File: src/rtl/buzzer_arbiter.sv
// rtl/buzzer_arbiter.sv - quiz buzzer arbiter with debounce, false-start lockout and timeout
module buzzer_arbiter #(
    parameter int          NUM_PLAYERS     = 4,
    parameter int          DEBOUNCE_CYCLES = 50000,
    parameter logic [15:0] TIMEOUT         = 16'hFFFF
) (
    input  logic                   clk,
    input  logic                   rst,
    input  logic [NUM_PLAYERS-1:0] btn_n,
    input  logic                   arm,
    input  logic                   clear,
    output logic [1:0]             state,
    output logic [NUM_PLAYERS-1:0] pressed,
    output logic                   first_valid,
    output logic [2:0]             first_id,
    output logic [15:0]            react_time,
    output logic [NUM_PLAYERS-1:0] false_start,
    output logic                   timed_out
);
    localparam int            CW       = $clog2(DEBOUNCE_CYCLES + 1);
    localparam logic [CW-1:0] CNT_LAST = CW'(DEBOUNCE_CYCLES - 1);

    typedef enum logic [1:0] {
        S_IDLE  = 2'd0,
        S_ARMED = 2'd1,
        S_DONE  = 2'd2
    } state_t;

    logic [NUM_PLAYERS-1:0] r_sync1;
    logic [NUM_PLAYERS-1:0] r_sync2;
    logic [NUM_PLAYERS-1:0] r_pressed;
    logic [NUM_PLAYERS-1:0] r_pressed_d;
    logic [CW-1:0]          r_cnt [NUM_PLAYERS];
    state_t                 r_state;
    logic [15:0]            r_timer;
    logic                   r_first_valid;
    logic [2:0]             r_first_id;
    logic [15:0]            r_react_time;
    logic [NUM_PLAYERS-1:0] r_false_start;
    logic                   r_timed_out;

    logic [NUM_PLAYERS-1:0] w_event;
    logic [NUM_PLAYERS-1:0] w_elig;
    logic                   w_any;
    logic [2:0]             w_win_id;

    // Two-flop synchronizer; inversion happens on entry so a cleared chain means "not pressed"
    always_ff @(posedge clk or posedge rst) begin
        if (rst) begin
            r_sync1 <= '0;
            r_sync2 <= '0;
        end else begin
            r_sync1 <= ~btn_n;
            r_sync2 <= r_sync1;
        end
    end

    // Per-channel debounce: flip the level only after DEBOUNCE_CYCLES consecutive disagreeing samples
    always_ff @(posedge clk or posedge rst) begin
        if (rst) begin
            r_pressed <= '0;
            for (int i = 0; i < NUM_PLAYERS; i++) begin
                r_cnt[i] <= '0;
            end
        end else begin
            for (int i = 0; i < NUM_PLAYERS; i++) begin
                if (r_sync2[i] != r_pressed[i]) begin
                    if (r_cnt[i] == CNT_LAST) begin
                        r_pressed[i] <= r_sync2[i];
                        r_cnt[i]     <= '0;
                    end else begin
                        r_cnt[i] <= r_cnt[i] + CW'(1);
                    end
                end else begin
                    r_cnt[i] <= '0;
                end
            end
        end
    end

    // Delayed copy of the debounced level, used to spot rising edges (press events)
    always_ff @(posedge clk or posedge rst) begin
        if (rst) begin
            r_pressed_d <= '0;
        end else begin
            r_pressed_d <= r_pressed;
        end
    end

    assign w_event = r_pressed & ~r_pressed_d;
    assign w_elig  = w_event & ~r_false_start;

    // Lowest eligible channel wins a same-cycle tie
    always_comb begin
        w_any    = 1'b0;
        w_win_id = '0;
        for (int i = NUM_PLAYERS - 1; i >= 0; i--) begin
            if (w_elig[i]) begin
                w_any    = 1'b1;
                w_win_id = 3'(i);
            end
        end
    end

    // Round FSM with registered capture outputs; clear overrides everything else
    always_ff @(posedge clk or posedge rst) begin
        if (rst) begin
            r_state       <= S_IDLE;
            r_timer       <= '0;
            r_first_valid <= 1'b0;
            r_first_id    <= '0;
            r_react_time  <= '0;
            r_false_start <= '0;
            r_timed_out   <= 1'b0;
        end else if (clear) begin
            r_state       <= S_IDLE;
            r_timer       <= '0;
            r_first_valid <= 1'b0;
            r_first_id    <= '0;
            r_react_time  <= '0;
            r_false_start <= '0;
            r_timed_out   <= 1'b0;
        end else begin
            case (r_state)
                S_IDLE: begin
                    r_false_start <= r_false_start | w_event;
                    if (arm) begin
                        r_state       <= S_ARMED;
                        r_timer       <= '0;
                        r_first_valid <= 1'b0;
                        r_first_id    <= '0;
                        r_react_time  <= '0;
                        r_timed_out   <= 1'b0;
                    end
                end
                S_ARMED: begin
                    if (w_any) begin
                        r_state       <= S_DONE;
                        r_first_valid <= 1'b1;
                        r_first_id    <= w_win_id;
                        r_react_time  <= r_timer;
                    end else if (r_timer == TIMEOUT) begin
                        r_state     <= S_DONE;
                        r_timed_out <= 1'b1;
                    end else begin
                        r_timer <= r_timer + 16'd1;
                    end
                end
                default: begin
                    r_state <= S_DONE;
                end
            endcase
        end
    end

    assign state       = r_state;
    assign pressed     = r_pressed;
    assign first_valid = r_first_valid;
    assign first_id    = r_first_id;
    assign react_time  = r_react_time;
    assign false_start = r_false_start;
    assign timed_out   = r_timed_out;

endmodule

File: config.mk
export PLATFORM = sky130hd
export DESIGN_NAME = buzzer_arbiter
export DESIGN_NICKNAME = d
export VERILOG_FILES = /design/src/rtl/buzzer_arbiter.sv
export SDC_FILE = /design/constraint.sdc
export NUM_CORES = 1
export LEC_CHECK = 0
export CAP_MARGIN = 10
export CORE_UTILIZATION = 58
export DETAILED_ROUTE_END_ITERATION = 10
export GPL_ROUTABILITY_DRIVEN = 0
export PLACE_DENSITY = 0.81
export SLEW_MARGIN = 0
export SYNTH_ARGS = -nofsm -noshare
export SYNTH_HDL_FRONTEND = slang
export SYNTH_SLANG_ARGS = --single-unit
File: constraint.sdc
create_clock -name clk -period 6.3 [get_ports clk]
set_input_delay 1.89 -clock clk [delete_from_list [all_inputs] [get_ports clk]]
set_output_delay 1.89 -clock clk [all_outputs]
set_load 0.01 [all_outputs]
Word-level counts from Yosys, hierarchy flattened:

Cells that the tools add are included.
Widths: inputs -> output; s select.

* add/subtract/negate cells: 5
* equality and inequality tests: 16
* multiplexer cells: 43
* bitwise logic cells: 6
* reduce and logical (&&, ||, !) cells: 11

Operator list (number)
* $mux 16: 14
* $add 16x1->16 const B: 5
* $eq 16x16->1 const B: 5
* $pmux 16 s2: 2
* $mux 3: 6
* $ne 3x3->1 const B: 5
* $not 4->4: 3
* $mux 1: 10
* $mux 2: 5
* $reduce_and 2->1: 5
* $and 4x4->4: 2
* $mux 4: 2
* $reduce_and 4->1: 2
* $pmux 3 s2: 1
* $ne 1x1->1: 4
* $ne 4x4->1 const B: 1
* $or 4x4->4: 1
* $pmux 1 s2: 2
* $pmux 2 s2: 1
* $reduce_and 3->1: 1
* $reduce_bool 3->1: 1
* $eq 2x1->1 const B: 1
* $logic_not 2->1: 1
* $reduce_bool 2->1: 1

* bits in registers: 123

Longest topological paths before layout:

* depth in word-level cells: 10
* mapped depth: 8
* mapped depth without buffers: 6

Worst setup path before layout:

OpenSTA, ideal clock, no wires.

* kind: input to register
* start: input clear
* end: register r_timer[4]
* data arrival time: 3445 ps
* data required time: 6217 ps
* slack: 2772 ps
* stages: 7
* cell sequence: buf_6 > or3b_1 > buf_2 > or3_4 > nand2b_4 > or3_1 > o21ai_0

* longest elaborated chain between the ends: 2
* elaborated cells between the ends (all ways): 6
* classes of those cells: eq/ne: 3; mux: 1; reduce/logical: 2

RTL lines
* start: declaration: RTL line 11 `input logic clear,`
* $ne 3x3->1 (no line) / $reduce_bool 3->1 (equally long branches)
* $reduce_and 4->1 (no line)
* end signal: assignment: RTL line 146 `r_timer <= r_timer + 16'd1;`
* end: declaration: RTL line 35 `logic [15:0] r_timer;`

Parallel ways exist; a longest one is shown, timed or not.
A chain may end at the register's enable or synchronous reset.

Final worst setup path:

* start: input clear
* end: register r_timer[11]

The elaborated chain is that of the path after synthesis.

==> impl_metrics.toml <==
[worst_setup_path]
endpoint_kind = "flop"
path_cells = "clkdlybuf4s50_1 > nor3b_1 > o41a_1 > a21oi_2 > o21ai_1 > a221o_1"
critical_path_class = "in -> reg"
cp_num_buf_inv = 1
crit_path_start = "clear"
crit_arrival_ns = 4.44
critPathMaxFanout = 18
regToRegStartpoint = "pressed[1]"
reg2reg_depth = 5
path_depth = 6
cpPeakStageDelay_ns = 0.69
crit_slowest_cell = "o41a_1"
cp-start-kind = "primary input"
required_ns = 6.76
critPathTopFamily = "compound AO/OA/AOI/OAI gates"
regToRegEndpoint = "r_timer[11]"
reg2reg_setup_slack_ns = 3.62

[routing]
ant_nets = 0
dr.pass1.iters = 4
num_vias = 3980
route.detailed.drc = 0
routedWlPerCell_um = 16.16
post_drt_via_cell_ratio = 5.810
drt-total-wl_mm = 11.07
drt_iter0_drc = 212

[clock_tree]
cts.clk_slew.worst_paths_ns = 0.06
postCtsSetupBuffers = 0
numCtsBuffers = 17
cts_tree = "yes"
clock-sinks = 122
cts-root-buf = "clkbuf_8"
hold_buffers = 0
htree_levels = 4
cts_buffer_depth = 2
clkLatencyLatePin_ns = 0.52
post_cts_resized = 0

[timing]
min_period_ns = 3.985
fin_skew_ns = 0.004024
finalSetupViolCount = 0
post-route-period-util_pct = 63.26
rsz0062_at_grt = "false"
fin_ws_ns = 2.315
tightest_slew_ns = 1.071
slew_headroom_pct = 28.11
fmax_mhz = 250.9
fin_tns_setup_ns = 0
hold_violations = 0
report.final.slew_viol_count = 0

[placed_design]
place_area_um2 = 5942
portBuffers = 37
dp_hpwl_mm = 7.070
preCtsSetupSlack_ns = 1.778

[grt]
grt_pass1_wl_mm = 19.12
grt_pass1_vias = 4056
grtUsageTotal_pct = 25.07
grt_max_degree = 95
antenna_found_initial = 0
overflow = 0

[finish]
drive_above_1_share_pct = 8.362
area_growth_pct = 20.58
fill_cells = 631
final_util_pct = 72.15
fin_nets = 574
final_cell_area_um2 = 6635
diodes = 0

[synth]
yosysUniqueCellTypes = 50
synth-seq-area-share_pct = 55.48
synth_top_area_share_pct = 55.48
ys_ff_latch = 122
ys_warn_count = 0
synth_top_area_cell = "dfrtp_1"
synth_common_cells = "122 x dfrtp_1, 85 x nor2_1, 34 x xor2_1"
async_flop_share_pct = 100.0
yosysMostFrequentCell = "dfrtp_1"
syn_area_per_cell_um2 = 10.64
syn_area_um2 = 5503
synth_edf_count = 0
synthTopCellsByArea = "dfrtp_1 55%, nor2_1 5.8%, xor2_1 5.4%"
ys.flop_type = "dfrtp_1"
syn_nets = 530
syn_inst = 517

[floorplanning]
start_util_pct = 59.84
die-width_um = 99.41
pin_count = 39
core-area_um2 = 9196
fp.dieArea_um2 = 9881
die_h_um = 99.41
rows = 35

[min_path]
hold_class = "reg -> reg"
worstHoldStart = "r_sync1[2]"
min_delay_path_depth = 0
holdPathEnd = "r_sync2[2]"

[power]
total_leakage_power_nw = 3.018
powerDensity_nw_per_um2 = 297.8
ir_drop_v = 0.0001983

[run_status]
outcome = "completed"

[flow_run]
cap_violations = 0
[metal layers]
layer	share of wire (%)	track usage, %
met1	46	33.59
met2	48	39.16
met3	4.3	6.254
met4	1.8	10.86
met5	0	0
[logic make-up (layout without fill, tap and decap cells)]
family	count (synthesis)	in the layout	synth area share (%)
and+or+nand+nor	233	233	21.24
DFF	122	122	55.48
xor gates and xnor gates	65	65	10.35
AOI/OAI and AO/OA	55	55	8.095
buffers and inverters	31	88	2.615
adders and majority gates	5	5	1.137
muxes	5	5	1.023
other	1	1	0.06815
[registers in the layout (all words and copies together) (netlist names)]
| signal | count |
|---|---|
| react_time | 16 |
| r_timer | 16 |
| r_sync1 | 4 |
| first_id | 2 |
| first_valid | 1 |
| timed_out | 1 |
| state | 2 |
| r_pressed_d | 4 |
| r_cnt | 64 |
| false_start | 4 |
| r_sync2 | 4 |
| pressed | 4 |
[power breakdown]
| group | internal (mW) | total, mW | switching [mW] | leakage (nW) |
|---|---|---|---|---|
| clock | 0.743 | 1.09 | 0.342 | 0.314 |
| sequential | 0.796 | 0.809 | 0.0127 | 1.67 |
| combinational | 0.0264 | 0.0820 | 0.0556 | 1.03 |
| total | 1.57 | 1.98 | 0.410 | 3.02 |
[worst max-delay path by stage]
stage	slack [ns]	end
after detailed placement	1.78	r_timer[11]
after global routing	2.10	r_timer[11]
after floorplan	1.17	false_start[0]
final	2.31	r_timer[11]
after CTS	2.31	r_timer[11]
after global placement	1.89	r_timer[11]
[per-stage QoR]
stage | instances | hold slack [ns] | total power, mW
2_1_floorplan | 517 | 0.3312 | 0.8783
3_3_place_gp | 652 | 0.3346 | 0.8995
3_5_place_dp | 652 | 0.3347 | 0.9024
4_1_cts | 684 | 0.3477 | 1.988
5_1_grt | 685 | 0.3507 | 2.039
6_report | 685 | 0.3470 | 1.976
[placed cells by master (no fill, tap or decap), types with 2 or more instances in the layout]
cell type and count:
xnor2_1 31, nand2b_1 2, and4_1 3, and2_1 7
a21bo_2 2, xor2_1 34, o21ai_1 2, nand2_1 27
a31oi_1 6, a21o_1 4, nor3_1 19, o21ai_0 3
nor3b_1 6, clkinvlp_4 3, clkbuf_16 16, clkdlybuf4s50_1 37
clkbuf_8 3, a22o_1 22, nor4b_1 4, a221o_1 2
ha_1 5, clkbuf_1 2, nor2_1 85, nand4_1 17
bufinv_16 6, a21oi_1 4, and3_1 22, mux2_2 4
a211o_1 2, inv_1 16, dfrtp_1 122, nand3_1 32
[final cells by class]
cell class	count	area, µm²	area share (%)
clock inverters	11	216.5	3.262
clock buffers	21	449.2	6.770
repair buffers	39	405.4	6.110
inverters	17	66.31	0.9994
flip-flops and latches	122	3053	46.01
well taps	111	138.9	2.093
multi-input cells	364	2306	34.75
(Power assumes the default switching activity.)
